**src/rtl/collision_scanner_pkg.sv**
```systemverilog
// Shared types and geometry defaults for the flappy collision scanner.
package flappy_pkg;

   localparam int DEF_WIDTH     = 10;
   localparam int DEF_HEIGHT    = 10;
   localparam int DEF_NUM_PIPES = 4;
   localparam int DEF_BIRD_HW   = 8;
   localparam int DEF_BIRD_HH   = 8;
   localparam int DEF_PIPE_HW   = 16;
   localparam int DEF_GAP_HH    = 40;
   localparam int DEF_FLOOR_Y   = 440;

   typedef enum logic [1:0] {
      IDLE = 2'd0,
      SCAN = 2'd1,
      DONE = 2'd2
   } scan_state_t;

   typedef logic [DEF_WIDTH-1:0]  coord_x_t;
   typedef logic [DEF_HEIGHT-1:0] coord_y_t;

   // Edge arithmetic width is derived from the wider coordinate.
   function automatic int max_int(input int a, input int b);
      return (a > b) ? a : b;
   endfunction

endpackage

```
**src/rtl/collision_scanner_if.sv**
```systemverilog
// Frame-evaluation bus between the game core (master) and the scanner (slave).
interface collision_scanner_if #(
   parameter int WIDTH     = 10,
   parameter int HEIGHT    = 10,
   parameter int NUM_PIPES = 4
);
   localparam int CNT_W = $clog2(NUM_PIPES + 1);

   logic                        frame_tick;
   logic                        clear;
   logic [WIDTH-1:0]            bird_x;
   logic [HEIGHT-1:0]           bird_y;
   logic [NUM_PIPES*WIDTH-1:0]  pipe_x;
   logic [NUM_PIPES*HEIGHT-1:0] gap_y;
   logic [NUM_PIPES-1:0]        pipe_valid;

   logic                        busy;
   logic                        done;
   logic [NUM_PIPES-1:0]        hit_vec;
   logic                        bound_hit;
   logic                        collision;
   logic                        pass_pulse;
   logic [CNT_W-1:0]            pass_count;
   logic                        overrun;

   modport master (
      output frame_tick, clear, bird_x, bird_y, pipe_x, gap_y, pipe_valid,
      input  busy, done, hit_vec, bound_hit, collision, pass_pulse, pass_count, overrun
   );

   modport slave (
      input  frame_tick, clear, bird_x, bird_y, pipe_x, gap_y, pipe_valid,
      output busy, done, hit_vec, bound_hit, collision, pass_pulse, pass_count, overrun
   );
endinterface

```
**src/rtl/collision_scanner_box_check.sv**
```systemverilog
// Single-channel bird-vs-pipe AABB compare; purely combinational, shared across channels.
module collision_box_check
   import flappy_pkg::*;
#(
   parameter int WIDTH   = DEF_WIDTH,
   parameter int HEIGHT  = DEF_HEIGHT,
   parameter int BIRD_HW = DEF_BIRD_HW,
   parameter int BIRD_HH = DEF_BIRD_HH,
   parameter int PIPE_HW = DEF_PIPE_HW,
   parameter int GAP_HH  = DEF_GAP_HH
) (
   input  logic [WIDTH-1:0]  bird_x_i,
   input  logic [HEIGHT-1:0] bird_y_i,
   input  logic [WIDTH-1:0]  pipe_x_i,
   input  logic [HEIGHT-1:0] gap_y_i,
   input  logic              valid_i,
   output logic              hit_o,
   output logic              x_overlap_o,
   output logic              past_o
);
   localparam int CW = max_int(WIDTH, HEIGHT) + 2;
   typedef logic signed [CW-1:0] edge_t;

   localparam edge_t BIRD_HW_E = edge_t'(BIRD_HW);
   localparam edge_t BIRD_HH_E = edge_t'(BIRD_HH);
   localparam edge_t PIPE_HW_E = edge_t'(PIPE_HW);
   localparam edge_t GAP_HH_E  = edge_t'(GAP_HH);

   edge_t bx, by, px, gy;
   edge_t bird_l, bird_r, bird_t, bird_b;
   edge_t pipe_l, pipe_r, gap_t, gap_b;
   logic  gap_miss;

   // Zero-extend into a signed domain wide enough that no edge can wrap.
   assign bx = edge_t'({{(CW-WIDTH){1'b0}}, bird_x_i});
   assign by = edge_t'({{(CW-HEIGHT){1'b0}}, bird_y_i});
   assign px = edge_t'({{(CW-WIDTH){1'b0}}, pipe_x_i});
   assign gy = edge_t'({{(CW-HEIGHT){1'b0}}, gap_y_i});

   assign bird_l = bx - BIRD_HW_E;
   assign bird_r = bx + BIRD_HW_E;
   assign bird_t = by - BIRD_HH_E;
   assign bird_b = by + BIRD_HH_E;
   assign pipe_l = px - PIPE_HW_E;
   assign pipe_r = px + PIPE_HW_E;
   assign gap_t  = gy - GAP_HH_E;
   assign gap_b  = gy + GAP_HH_E;

   assign x_overlap_o = (bird_r >= pipe_l) && (bird_l <= pipe_r);
   assign gap_miss    = (bird_t <= gap_t) || (bird_b >= gap_b);
   assign hit_o       = valid_i && x_overlap_o && gap_miss;
   assign past_o      = valid_i && (bird_l > pipe_r);

endmodule

```
**src/rtl/collision_scanner.sv**
```systemverilog
// Per-frame collision/score scanner: snapshots positions, walks pipes one per cycle.
//
//   state | meaning
//   IDLE  | waiting for frame_tick (ignored while collision is latched)
//   SCAN  | comparing channel idx_q against the bird, idx 0..NUM_PIPES-1
//   DONE  | results of the frame are on the outputs, done=1
module collision_scanner
   import flappy_pkg::*;
#(
   parameter int WIDTH     = DEF_WIDTH,
   parameter int HEIGHT    = DEF_HEIGHT,
   parameter int NUM_PIPES = DEF_NUM_PIPES,
   parameter int BIRD_HW   = DEF_BIRD_HW,
   parameter int BIRD_HH   = DEF_BIRD_HH,
   parameter int PIPE_HW   = DEF_PIPE_HW,
   parameter int GAP_HH    = DEF_GAP_HH,
   parameter int FLOOR_Y   = DEF_FLOOR_Y
) (
   input logic                clk,
   input logic                reset,
   collision_scanner_if.slave bus
);
   localparam int IDX_W = (NUM_PIPES > 1) ? $clog2(NUM_PIPES) : 1;
   localparam int CNT_W = $clog2(NUM_PIPES + 1);
   localparam int CW    = max_int(WIDTH, HEIGHT) + 2;
   localparam logic [IDX_W-1:0] LAST_IDX = IDX_W'(NUM_PIPES - 1);

   localparam logic signed [CW-1:0] ZERO_E    = '0;
   localparam logic signed [CW-1:0] BIRD_HH_E = CW'(BIRD_HH);
   localparam logic signed [CW-1:0] FLOOR_E   = CW'(FLOOR_Y);

   scan_state_t                 state_q, state_d;
   logic [IDX_W-1:0]            idx_q, idx_d;
   logic                        accept;
   logic                        scan_last;

   logic [WIDTH-1:0]            bird_x_q;
   logic [HEIGHT-1:0]           bird_y_q;
   logic [NUM_PIPES*WIDTH-1:0]  pipe_x_q;
   logic [NUM_PIPES*HEIGHT-1:0] gap_y_q;
   logic [NUM_PIPES-1:0]        valid_q;

   logic [NUM_PIPES-1:0]        hit_acc_q, passed_q, hit_vec_q;
   logic [CNT_W-1:0]            cnt_q, pass_count_q;
   logic                        bound_hit_q, collision_q, pass_pulse_q, overrun_q;

   logic [WIDTH-1:0]            sel_pipe_x;
   logic [HEIGHT-1:0]           sel_gap_y;
   logic                        sel_valid;
   logic                        hit_c, xov_c, past_c, bound_c, newly;
   logic [NUM_PIPES-1:0]        hit_next, passed_next;
   logic [CNT_W-1:0]            cnt_next;
   logic signed [CW-1:0]        bird_top, bird_bot;

   assign sel_pipe_x = pipe_x_q[int'(idx_q)*WIDTH +: WIDTH];
   assign sel_gap_y  = gap_y_q[int'(idx_q)*HEIGHT +: HEIGHT];
   assign sel_valid  = valid_q[idx_q];

   collision_box_check #(
      .WIDTH   (WIDTH),
      .HEIGHT  (HEIGHT),
      .BIRD_HW (BIRD_HW),
      .BIRD_HH (BIRD_HH),
      .PIPE_HW (PIPE_HW),
      .GAP_HH  (GAP_HH)
   ) u_box (
      .bird_x_i    (bird_x_q),
      .bird_y_i    (bird_y_q),
      .pipe_x_i    (sel_pipe_x),
      .gap_y_i     (sel_gap_y),
      .valid_i     (sel_valid),
      .hit_o       (hit_c),
      .x_overlap_o (xov_c),
      .past_o      (past_c)
   );

   // A pipe hit can only ever come from a horizontal overlap.
   always_comb begin
      assert (!hit_c || xov_c);
   end

   assign bird_top = $signed({{(CW-HEIGHT){1'b0}}, bird_y_q}) - BIRD_HH_E;
   assign bird_bot = $signed({{(CW-HEIGHT){1'b0}}, bird_y_q}) + BIRD_HH_E;
   assign bound_c  = (bird_top <= ZERO_E) || (bird_bot >= FLOOR_E);

   // Merge the current channel's result into the running frame vectors.
   always_comb begin
      hit_next    = hit_acc_q;
      passed_next = passed_q;
      for (int i = 0; i < NUM_PIPES; i++) begin
         if (IDX_W'(i) == idx_q) begin
            hit_next[i]    = hit_c;
            passed_next[i] = past_c;
         end
      end
      newly    = past_c && !passed_q[idx_q];
      cnt_next = cnt_q + CNT_W'(newly);
   end

   // Next-state logic; clear overrides everything, including a same-cycle tick.
   always_comb begin
      state_d = state_q;
      idx_d   = idx_q;
      accept  = 1'b0;
      if (bus.clear) begin
         state_d = IDLE;
         idx_d   = '0;
      end else begin
         case (state_q)
            IDLE: begin
               if (bus.frame_tick && !collision_q) begin
                  state_d = SCAN;
                  idx_d   = '0;
                  accept  = 1'b1;
               end
            end
            SCAN: begin
               if (idx_q == LAST_IDX) state_d = DONE;
               else                   idx_d   = idx_q + 1'b1;
            end
            DONE:    state_d = IDLE;
            default: state_d = IDLE;
         endcase
      end
   end

   assign scan_last = (state_q == SCAN) && (idx_q == LAST_IDX);

   // State register.
   always_ff @(posedge clk or negedge reset) begin
      if (!reset) begin
         state_q <= IDLE;
         idx_q   <= '0;
      end else begin
         state_q <= state_d;
         idx_q   <= idx_d;
      end
   end

   // Snapshot, per-frame accumulation and result registers; results land on entry to DONE.
   always_ff @(posedge clk or negedge reset) begin
      if (!reset) begin
         bird_x_q     <= '0;
         bird_y_q     <= '0;
         pipe_x_q     <= '0;
         gap_y_q      <= '0;
         valid_q      <= '0;
         hit_acc_q    <= '0;
         passed_q     <= '0;
         hit_vec_q    <= '0;
         cnt_q        <= '0;
         pass_count_q <= '0;
         bound_hit_q  <= 1'b0;
         collision_q  <= 1'b0;
         pass_pulse_q <= 1'b0;
         overrun_q    <= 1'b0;
      end else if (bus.clear) begin
         hit_acc_q    <= '0;
         passed_q     <= '0;
         cnt_q        <= '0;
         pass_count_q <= '0;
         collision_q  <= 1'b0;
         pass_pulse_q <= 1'b0;
         overrun_q    <= 1'b0;
      end else begin
         pass_pulse_q <= 1'b0;
         pass_count_q <= '0;
         overrun_q    <= bus.frame_tick && (state_q != IDLE);
         if (accept) begin
            bird_x_q  <= bus.bird_x;
            bird_y_q  <= bus.bird_y;
            pipe_x_q  <= bus.pipe_x;
            gap_y_q   <= bus.gap_y;
            valid_q   <= bus.pipe_valid;
            hit_acc_q <= '0;
            cnt_q     <= '0;
         end
         if (state_q == SCAN) begin
            hit_acc_q <= hit_next;
            passed_q  <= passed_next;
            cnt_q     <= cnt_next;
            if (scan_last) begin
               hit_vec_q   <= hit_next;
               bound_hit_q <= bound_c;
               if ((|hit_next) || bound_c) begin
                  collision_q <= 1'b1;
               end else if (cnt_next != '0) begin
                  pass_pulse_q <= 1'b1;
                  pass_count_q <= cnt_next;
               end
            end
         end
      end
   end

   assign bus.busy       = (state_q != IDLE);
   assign bus.done       = (state_q == DONE);
   assign bus.hit_vec    = hit_vec_q;
   assign bus.bound_hit  = bound_hit_q;
   assign bus.collision  = collision_q;
   assign bus.pass_pulse = pass_pulse_q;
   assign bus.pass_count = pass_count_q;
   assign bus.overrun    = overrun_q;

endmodule

```
**src/flat_wrapper.sv**
```systemverilog
// flat-port wrapper written by rule: the top's interface ports become plain ports
module collision_scanner_flat import flappy_pkg::*;
#(
   parameter int WIDTH     = DEF_WIDTH,
   parameter int HEIGHT    = DEF_HEIGHT,
   parameter int NUM_PIPES = DEF_NUM_PIPES,
   parameter int BIRD_HW   = DEF_BIRD_HW,
   parameter int BIRD_HH   = DEF_BIRD_HH,
   parameter int PIPE_HW   = DEF_PIPE_HW,
   parameter int GAP_HH    = DEF_GAP_HH,
   parameter int FLOOR_Y   = DEF_FLOOR_Y
)
  (clk, reset, bus_frame_tick, bus_clear, bus_bird_x, bus_bird_y, bus_pipe_x, bus_gap_y, bus_pipe_valid, bus_busy, bus_done, bus_hit_vec, bus_bound_hit, bus_collision, bus_pass_pulse, bus_pass_count, bus_overrun);
  collision_scanner_if #(.WIDTH(WIDTH), .HEIGHT(HEIGHT), .NUM_PIPES(NUM_PIPES)) bus_i ();
  input logic clk;
  input logic reset;
  input wire logic [$bits(bus_i.frame_tick)-1:0] bus_frame_tick;
  input wire logic [$bits(bus_i.clear)-1:0] bus_clear;
  input wire logic [$bits(bus_i.bird_x)-1:0] bus_bird_x;
  input wire logic [$bits(bus_i.bird_y)-1:0] bus_bird_y;
  input wire logic [$bits(bus_i.pipe_x)-1:0] bus_pipe_x;
  input wire logic [$bits(bus_i.gap_y)-1:0] bus_gap_y;
  input wire logic [$bits(bus_i.pipe_valid)-1:0] bus_pipe_valid;
  output wire logic [$bits(bus_i.busy)-1:0] bus_busy;
  output wire logic [$bits(bus_i.done)-1:0] bus_done;
  output wire logic [$bits(bus_i.hit_vec)-1:0] bus_hit_vec;
  output wire logic [$bits(bus_i.bound_hit)-1:0] bus_bound_hit;
  output wire logic [$bits(bus_i.collision)-1:0] bus_collision;
  output wire logic [$bits(bus_i.pass_pulse)-1:0] bus_pass_pulse;
  output wire logic [$bits(bus_i.pass_count)-1:0] bus_pass_count;
  output wire logic [$bits(bus_i.overrun)-1:0] bus_overrun;
  assign bus_i.frame_tick = bus_frame_tick;
  assign bus_i.clear = bus_clear;
  assign bus_i.bird_x = bus_bird_x;
  assign bus_i.bird_y = bus_bird_y;
  assign bus_i.pipe_x = bus_pipe_x;
  assign bus_i.gap_y = bus_gap_y;
  assign bus_i.pipe_valid = bus_pipe_valid;
  assign bus_busy = bus_i.busy;
  assign bus_done = bus_i.done;
  assign bus_hit_vec = bus_i.hit_vec;
  assign bus_bound_hit = bus_i.bound_hit;
  assign bus_collision = bus_i.collision;
  assign bus_pass_pulse = bus_i.pass_pulse;
  assign bus_pass_count = bus_i.pass_count;
  assign bus_overrun = bus_i.overrun;
  collision_scanner #(.WIDTH(WIDTH), .HEIGHT(HEIGHT), .NUM_PIPES(NUM_PIPES), .BIRD_HW(BIRD_HW), .BIRD_HH(BIRD_HH), .PIPE_HW(PIPE_HW), .GAP_HH(GAP_HH), .FLOOR_Y(FLOOR_Y)) u_core (.clk(clk), .reset(reset), .bus(bus_i));
endmodule
```
**config.mk**
```make
export PLATFORM = sky130hd
export DESIGN_NAME = collision_scanner_flat
export DESIGN_NICKNAME = d
export VERILOG_FILES = /design/src/rtl/collision_scanner_pkg.sv /design/src/rtl/collision_scanner_if.sv /design/src/rtl/collision_scanner_box_check.sv /design/src/rtl/collision_scanner.sv /design/src/flat_wrapper.sv
export SDC_FILE = /design/constraint.sdc
export NUM_CORES = 1
export LEC_CHECK = 0
export ABC_CLOCK_PERIOD_IN_PS = 8620
export BUFFER_PORTS_ARGS = -buffer_cell sky130_fd_sc_hd__buf_2
export CORE_AREA = 2 2 113 126
export CTS_CLUSTER_DIAMETER = 60
export DETAILED_ROUTE_END_ITERATION = 6
export DIE_AREA = 0 0 115 128
export GPL_TIMING_DRIVEN = 0
export PLACE_DENSITY = 0.77
export SYNTH_ARGS = -nofsm -noshare
export SYNTH_HDL_FRONTEND = slang
export SYNTH_SLANG_ARGS = --single-unit
```
**constraint.sdc**
```tcl
create_clock -name clk -period 8.62 [get_ports clk]
set_input_delay 0.862 -clock clk [delete_from_list [all_inputs] [get_ports clk]]
set_output_delay 0.862 -clock clk [all_outputs]
set_load 0.02 [all_outputs]
```
=== Yosys cells after proc, flatten, opt, wreduce, memory -nomap -nowiden ===
Cells that the tools add are included.

* $add $sub $neg: 10
* $mul: 1
* Magnitude comparators: 8
* Equality and inequality tests: 9
* Shifts and indexed selects: 2
* Multiplexer cells: 46
* Bitwise logic cells: 1
* Reduce and logical (&&, ||, !) cells: 36

{| class="wikitable"
|+ Operators with widths
! kind !! number
|-
| $shiftx A40 B32 Y10 || 1
|-
| $shiftx A40 B7 Y10 || 1
|-
| $mux W3 || 8
|-
| $mux W1 || 23
|-
| $add A10 B4 Y11 const B || 2
|-
| $sub A10 B4 Y11 const B || 2
|-
| $mux W4 || 5
|-
| $reduce_bool A2 Y1 || 8
|-
| $ge A12 B10 Y1 const B || 1
|-
| $ge A12 B11 Y1 || 1
|-
| $ge A12 B12 Y1 || 1
|-
| $gt A12 B12 Y1 || 1
|-
| $le A12 B12 Y1 || 1
|-
| $mux W2 || 6
|-
| $reduce_and A2 Y1 || 6
|-
| $add A10 B5 Y11 const B || 1
|-
| $add A10 B6 Y11 const B || 1
|-
| $le A11 B1 Y1 const B || 1
|-
| $le A11 B11 Y1 || 1
|-
| $sub A10 B5 Y11 const B || 1
|-
| $sub A10 B6 Y11 const B || 1
|-
| $reduce_and A3 Y1 || 3
|-
| $reduce_bool A3 Y1 || 3
|-
| $logic_and A1 B1 Y1 || 8
|-
| 17 further kinds || 26
|}

* Register bits after elaboration: 130
* Bits of input ports: 108
* Logic and storage cells: 132

=== Logic depth before layout (Yosys ltp) ===
* Depth after elaboration: 14
* Gate-level depth with buffers: 19
* Mapped depth without buffers: 17

=== By module ===
Synthesis repeated with hierarchy kept, for this count alone.

* Cell total of the unflattened synthesis: 612
* Area total of the unflattened synthesis: 7,508.5 sq um

{| class="wikitable"
|+ Modules (own cells, without submodules)
! module !! instances !! cells each !! area each (sq um) !! seq. area each (sq um)
|-
| collision_scanner || 1 || 396 || 5,908.2 || 3,253.1
|-
| collision_box_check || 1 || 216 || 1,600.3 || 0.0
|}

=== Least setup slack after synthesis ===
OpenSTA, ideal clock, no wires.

* Kind: register to register
* From: reg u_core.idx_q[0]
* To: reg u_core.pass_pulse_q, in the netlist u_core.bus.pass_pulse
* Setup time: 0.124 ns
* Arrival time: 3.719 ns
* Data required time: 8.496 ns
* Path slack: 4.777 ns
* Cell stages (with the launch flop): 20
* Clock period less this slack: 3.843 ns
* Cells stage by stage: dfrtp_1 > buf_4 > buf_2 > mux4_2 > inv_1 > ha_1 > inv_1 > ha_1 > a21oi_1 > o21ai_0 > a21o_1 > a221oi_1 > a211oi_2 > nand2_1 > nor2_1 > ha_1 > ha_1 > xor2_1 > nor3_1 > nor4_2

* Cells in the longest elaborated chain, start to end: 14
* Elaborated cells on any way between the ends: 42
* Classes of those cells: add/sub: 5; mul: 1; order compare: 5; eq/ne: 4; shift: 2; mux: 13; reduce/logical: 12

{| class="wikitable"
|+ RTL lines
! element !! line !! RTL
|-
| start, declared || collision_scanner.sv:33 || <nowiki>logic [IDX_W-1:0] idx_q, idx_d;</nowiki>
|-
| start signal, assigned || collision_scanner.sv:136 || <nowiki>idx_q <= idx_d;</nowiki>
|-
| parallel branches: the longest is 11 deep, another holds $gt A12 B12 Y1 || -- ||
|-
| $mux W1 (*) || collision_scanner.sv:182 || <nowiki>if (scan_last) begin</nowiki>
|-
| $mux W1 (*) || collision_scanner.sv:178 || <nowiki>if (state_q == SCAN) begin</nowiki>
|-
| $mux W1 (*) || collision_scanner.sv:157 || <nowiki>end else if (bus.clear) begin</nowiki>
|-
| end signal, assigned || collision_scanner.sv:155 || <nowiki>pass_pulse_q <= 1'b0;</nowiki>
|-
| end signal, assigned || collision_scanner.sv:163 || <nowiki>pass_pulse_q <= 1'b0;</nowiki>
|-
| end signal, assigned || collision_scanner.sv:188 || <nowiki>pass_pulse_q <= 1'b1;</nowiki>
|-
| end, declared || collision_scanner.sv:45 || <nowiki>logic bound_hit_q, collision_q, pass_pulse_q, overrun_q;</nowiki>
|}

Mark *: on every way between the ends. The select of a mux whose other input is x is not followed.
A chain may end at the register's enable or synchronous reset.

=== Final worst setup path ===
* From: reg u_core.idx_q[1]
* To: reg u_core.pass_count_q[2], in the netlist u_core.bus.pass_count[2]

* Cells in the longest elaborated chain, start to end: 14
* Elaborated cells on any way between the ends: 42
* Classes of those cells: add/sub: 5; mul: 1; order compare: 5; eq/ne: 4; shift: 2; mux: 13; reduce/logical: 12

{| class="wikitable"
|+ RTL lines
! element !! line !! RTL
|-
| parallel branches: the longest is 11 deep, another holds $gt A12 B12 Y1 || -- ||
|-
| $mux W3 (*) || collision_scanner.sv:182 ||
|-
| $mux W3 (*) || collision_scanner.sv:178 ||
|-
| $mux W3 (*) || collision_scanner.sv:157 ||
|-
| end signal, assigned || collision_scanner.sv:189 || <nowiki>pass_count_q <= cnt_next;</nowiki>
|-
| end, declared || collision_scanner.sv:44 || <nowiki>logic [CNT_W-1:0] cnt_q, pass_count_q;</nowiki>
|}

Marked as above.

==> flow_metrics.tcl <==
set metrics [dict create \
    detail_route.wl_per_cell_um 19.6 \
    synth_cells 602 \
    cts_tree "built" \
    startpoint_type "flop" \
    dr_total_vias 5368 \
    core_mm2 0.0135 \
    yosysUniqueCellTypes 54 \
    grt_use_total_pct 26.4 \
    clock_latency_ps 420 \
    chipWidth_um 115 \
    fmax_mhz 212 \
    ir_drop_uv 129 \
    cts_made_buffers 17 \
    cts.htree.levels 4 \
    cap_violations 0 \
    min_period_ps 4710 \
    yosysWarnings 0 \
    fin_util_pct 64.5 \
    final_hold_viol_count 0 \
    ios 121 \
    path_max_fanout 10 \
    grt_first_pass_wirelength_um 29400 \
    routabilityCongestion 0.874 \
    clkPwrFrac_pct 30.6 \
    max-slew-margin-rel_pct 50.0 \
    hpwl_um 13500 \
    synth_edf_count 0 \
    cts.sinks 130 \
    dr.pass1.iters 5 \
    ys_ff_latch 130 \
    fill_cells 1043 \
    leakagePower_nw 3.95 \
    nets 898 \
    endpoint_kind "flop" \
    syn_nets 758 \
    grt_pass1_vias 5893 \
    yosys_most_used_dff "dfrtp_1" \
    row_count 45 \
    setup_viol 0 \
    hold_path.class "in -> async" \
    fin_crit_sh_pct 54.6 \
    tns_ps 0 \
    drtAntennaViolNets 0 \
    holdWs_ps 452 \
    grt_max_degree 69 \
    p_per_area_mw_per_mm2 260 \
    skew_ps 8.80 \
    internal_power_w 0.00153 \
    arrival_ps 5030 \
    switchingPower_w 0.000728 \
    path_class "reg -> reg" \
    power_frac_seq_pct 35.1 \
    initial_utilization_pct 54.0 \
    asyncSetResetFlopFracSynth_pct 100 \
    swShare_pct 32.2 \
    die_area_mm2 0.0147 \
    cts_resized 0 \
    area_growth_pct 19.3 \
    r2r_start "u_core.idx_q[1]" \
    clk_pin_slew_ps 60 \
    post-cts-setup-buffer-count 0 \
    cts_buffer_depth 2 \
    critPathRequiredTime_ps 8940 \
    syn_area_per_cell_um2 12.1 \
    clock-root-buffer "clkbuf_16" \
    drt_iter0_drc 298 \
    grt_setup_unrepaired "no" \
    tightestPinTransition_ps 750 \
    final_layout_size_suffix_gt1_share_pct 38.8 \
    die_h_um 128 \
    netlist_area_mm2 0.00730 \
    total_power_w 0.00226 \
    routed_wirelength_um 18000 \
    seq_area_frac_synth_pct 44.6 \
    grt_remaining_overflow 0 \
    viasPerCell 5.82 \
    stdcell_count 922 \
    io_buffers 120 \
    antenna_found_initial 3 \
    drc_errors 0 \
    place_inst 887 \
    status "complete, no violations" \
    crit_start "u_core.idx_q[1]" \
    p_comb_share_pct 34.3 \
    finalMaxSlewViolations 0 \
    ctsHoldBuffers 0 \
]
layout by cell type (no fill, tap or decap), types with 3 or more instances in the layout:
cell type | synthesis | layout
buf_2 | 12 | 131
dfrtp_1 | 130 | 130
mux2_2 | 101 | 101
ha_1 | 48 | 48
nand2_1 | 36 | 36
inv_1 | 25 | 25
xnor2_1 | 23 | 23
mux4_2 | 22 | 22
nor2_1 | 21 | 21
o21ai_0 | 21 | 21
clkbuf_1 | 14 | 19
xor2_1 | 17 | 17
clkbuf_16 | 0 | 17
nor2b_1 | 15 | 15
nor3_1 | 11 | 11
nand3_1 | 10 | 10
a21oi_1 | 10 | 10
nand3b_1 | 6 | 6
nor4_1 | 6 | 6
o2111ai_1 | 5 | 5
o31ai_1 | 5 | 5
nand4_1 | 4 | 4
a22o_1 | 4 | 4
o211ai_1 | 4 | 4
nand2b_1 | 4 | 4
diode_2 | 0 | 3
buf_6 | 2 | 3
and3_1 | 3 | 3
or3_1 | 3 | 3
a221oi_1 | 3 | 3
a31o_1 | 3 | 3
a32o_1 | 3 | 3
clkinv_2 | 0 | 3
clkinvlp_4 | 0 | 3
state kept, by name, indices dropped and copies added (netlist names):
| register | count |
|---|---|
| u_core.bus.pass_pulse | 1 |
| u_core.hit_acc_q | 4 |
| u_core.bus.bound_hit | 1 |
| u_core.idx_q | 2 |
| u_core.bus.pass_count | 3 |
| u_core.state_q | 2 |
| u_core.valid_q | 4 |
| u_core.passed_q | 4 |
| u_core.cnt_q | 3 |
| u_core.bus.collision | 1 |
| u_core.bird_x_q | 10 |
| u_core.bird_y_q | 10 |
| u_core.bus.overrun | 1 |
| u_core.gap_y_q | 40 |
| u_core.pipe_x_q | 40 |
| u_core.bus.hit_vec | 4 |
final timing paths:
path | to | slack [ps] | cells past startpoint
worst max-delay path | u_core.bus.pass_count[2] | 3910 | 18
worst min-delay path | u_core.pipe_x_q[1] | 450 | 1
worst max register to register | u_core.bus.pass_count[2] | 3910 | 18
worst min register to register | u_core.hit_acc_q[1] | 490 | 1
max in group asynchronous | u_core.gap_y_q[37] | 7420 | 2
min in group clk | u_core.hit_acc_q[1] | 490 | 1
logic make-up (layout without fill, tap and decap cells):
kind of cell / after synthesis / after routing / synth area share [%]
multiplexers: 124 / 124 / 22.6
flip-flops: 130 / 130 / 44.6
buffers and inverters: 56 / 209 / 3.34
other: 0 / 3 / 0
adder cells (fa/ha/maj): 48 / 48 / 8.23
AND/OR/NAND/NOR: 131 / 131 / 9.51
XOR/XNOR: 40 / 40 / 4.80
AO/OA/AOI/OAI: 73 / 73 / 6.98
power groups by stage:
stage	combinational, W	clock [W]	sequential, W
final	0.000775	0.000692	0.000794
after global routing	0.000869	0.000726	0.000808
after CTS	0.000776	0.000706	0.000792
after detailed placement	0.000765	0	0.000800
after global placement	0.000731	0	0.000788
after floorplan	0.000578	0	0.000775
metrics by stage:
stage	setup slack (ps)	area, µm²
after floorplan	4780	7300
after global placement	4100	8110
after detailed placement	3990	8140
after CTS	3920	8700
after global routing	3630	8710
final	3910	8710
worst max-delay path, cell delays in order (launching register included):
cell      delay [ps]
dfrtp_1          400
buf_6            160
clkbuf_1         580
clkbuf_1         590
mux4_2           430
inv_1            110
ha_1             250
nor2b_1          140
o211ai_1         190
nand2_1          120
a221oi_1         350
a211oi_2          70
nand2_1          200
nor2_1           110
ha_1             210
ha_1             230
xor2_1           230
nand2_1           80
nor3_1           150
layer usage:
layer / GRT usage [%] / share of wire, % / up-vias
met3: 6.15 / 5.0 / 53
met1: 31.2 / 40 / 2671
met5: 0 / 0 / -
met4: 16.2 / 4.4 / 0
li1: - / - / 2476
met2: 43.6 / 51 / 168
Yosys cell counts (2+ instances only):
master	instances	area [µm²]
or3b_1	2	17.5
ha_1	48	601
or2_2	2	12.5
buf_2	12	60.1
nand2b_1	4	25.0
and3_1	3	18.8
xnor2_1	23	201
nand2_1	36	135
a2111oi_0	2	17.5
nor3_1	11	55.1
buf_1	2	7.51
a21oi_1	10	50.1
o211ai_1	4	30.0
mux2_2	101	1140
and4_1	2	17.5
or3_1	3	18.8
o2111ai_1	5	43.8
nor2_1	21	78.8
dfrtp_1	130	3250
nor4_1	6	37.5
inv_1	25	93.8
nand4_1	4	25.0
a221oi_1	3	26.3
clkbuf_1	14	52.6
nor2b_1	15	93.8
a31o_1	3	26.3
a21o_1	2	15.0
mux4_2	22	495
o31ai_1	5	37.5
xor2_1	17	149
a32o_1	3	30.0
nand3b_1	6	45.0
a22o_1	4	35.0
o21ai_0	21	105
nand3_1	10	50.1
a31oi_1	2	12.5
buf_6	2	22.5
final cells by class:
type / count / area [µm²] / area share (%)
diodes: 3 / 7.51 / 0.0862
plain buffers: 31 / 150 / 1.72
clock buffers: 23 / 458 / 5.26
clock inverters: 9 / 106 / 1.22
inverters: 25 / 93.8 / 1.08
multi-input cells: 416 / 3800 / 43.7
flip-flops and latches: 130 / 3250 / 37.3
well taps: 164 / 205 / 2.36
repair buffers: 121 / 634 / 7.28
Note: power is estimated with default switching activity, not from simulation.
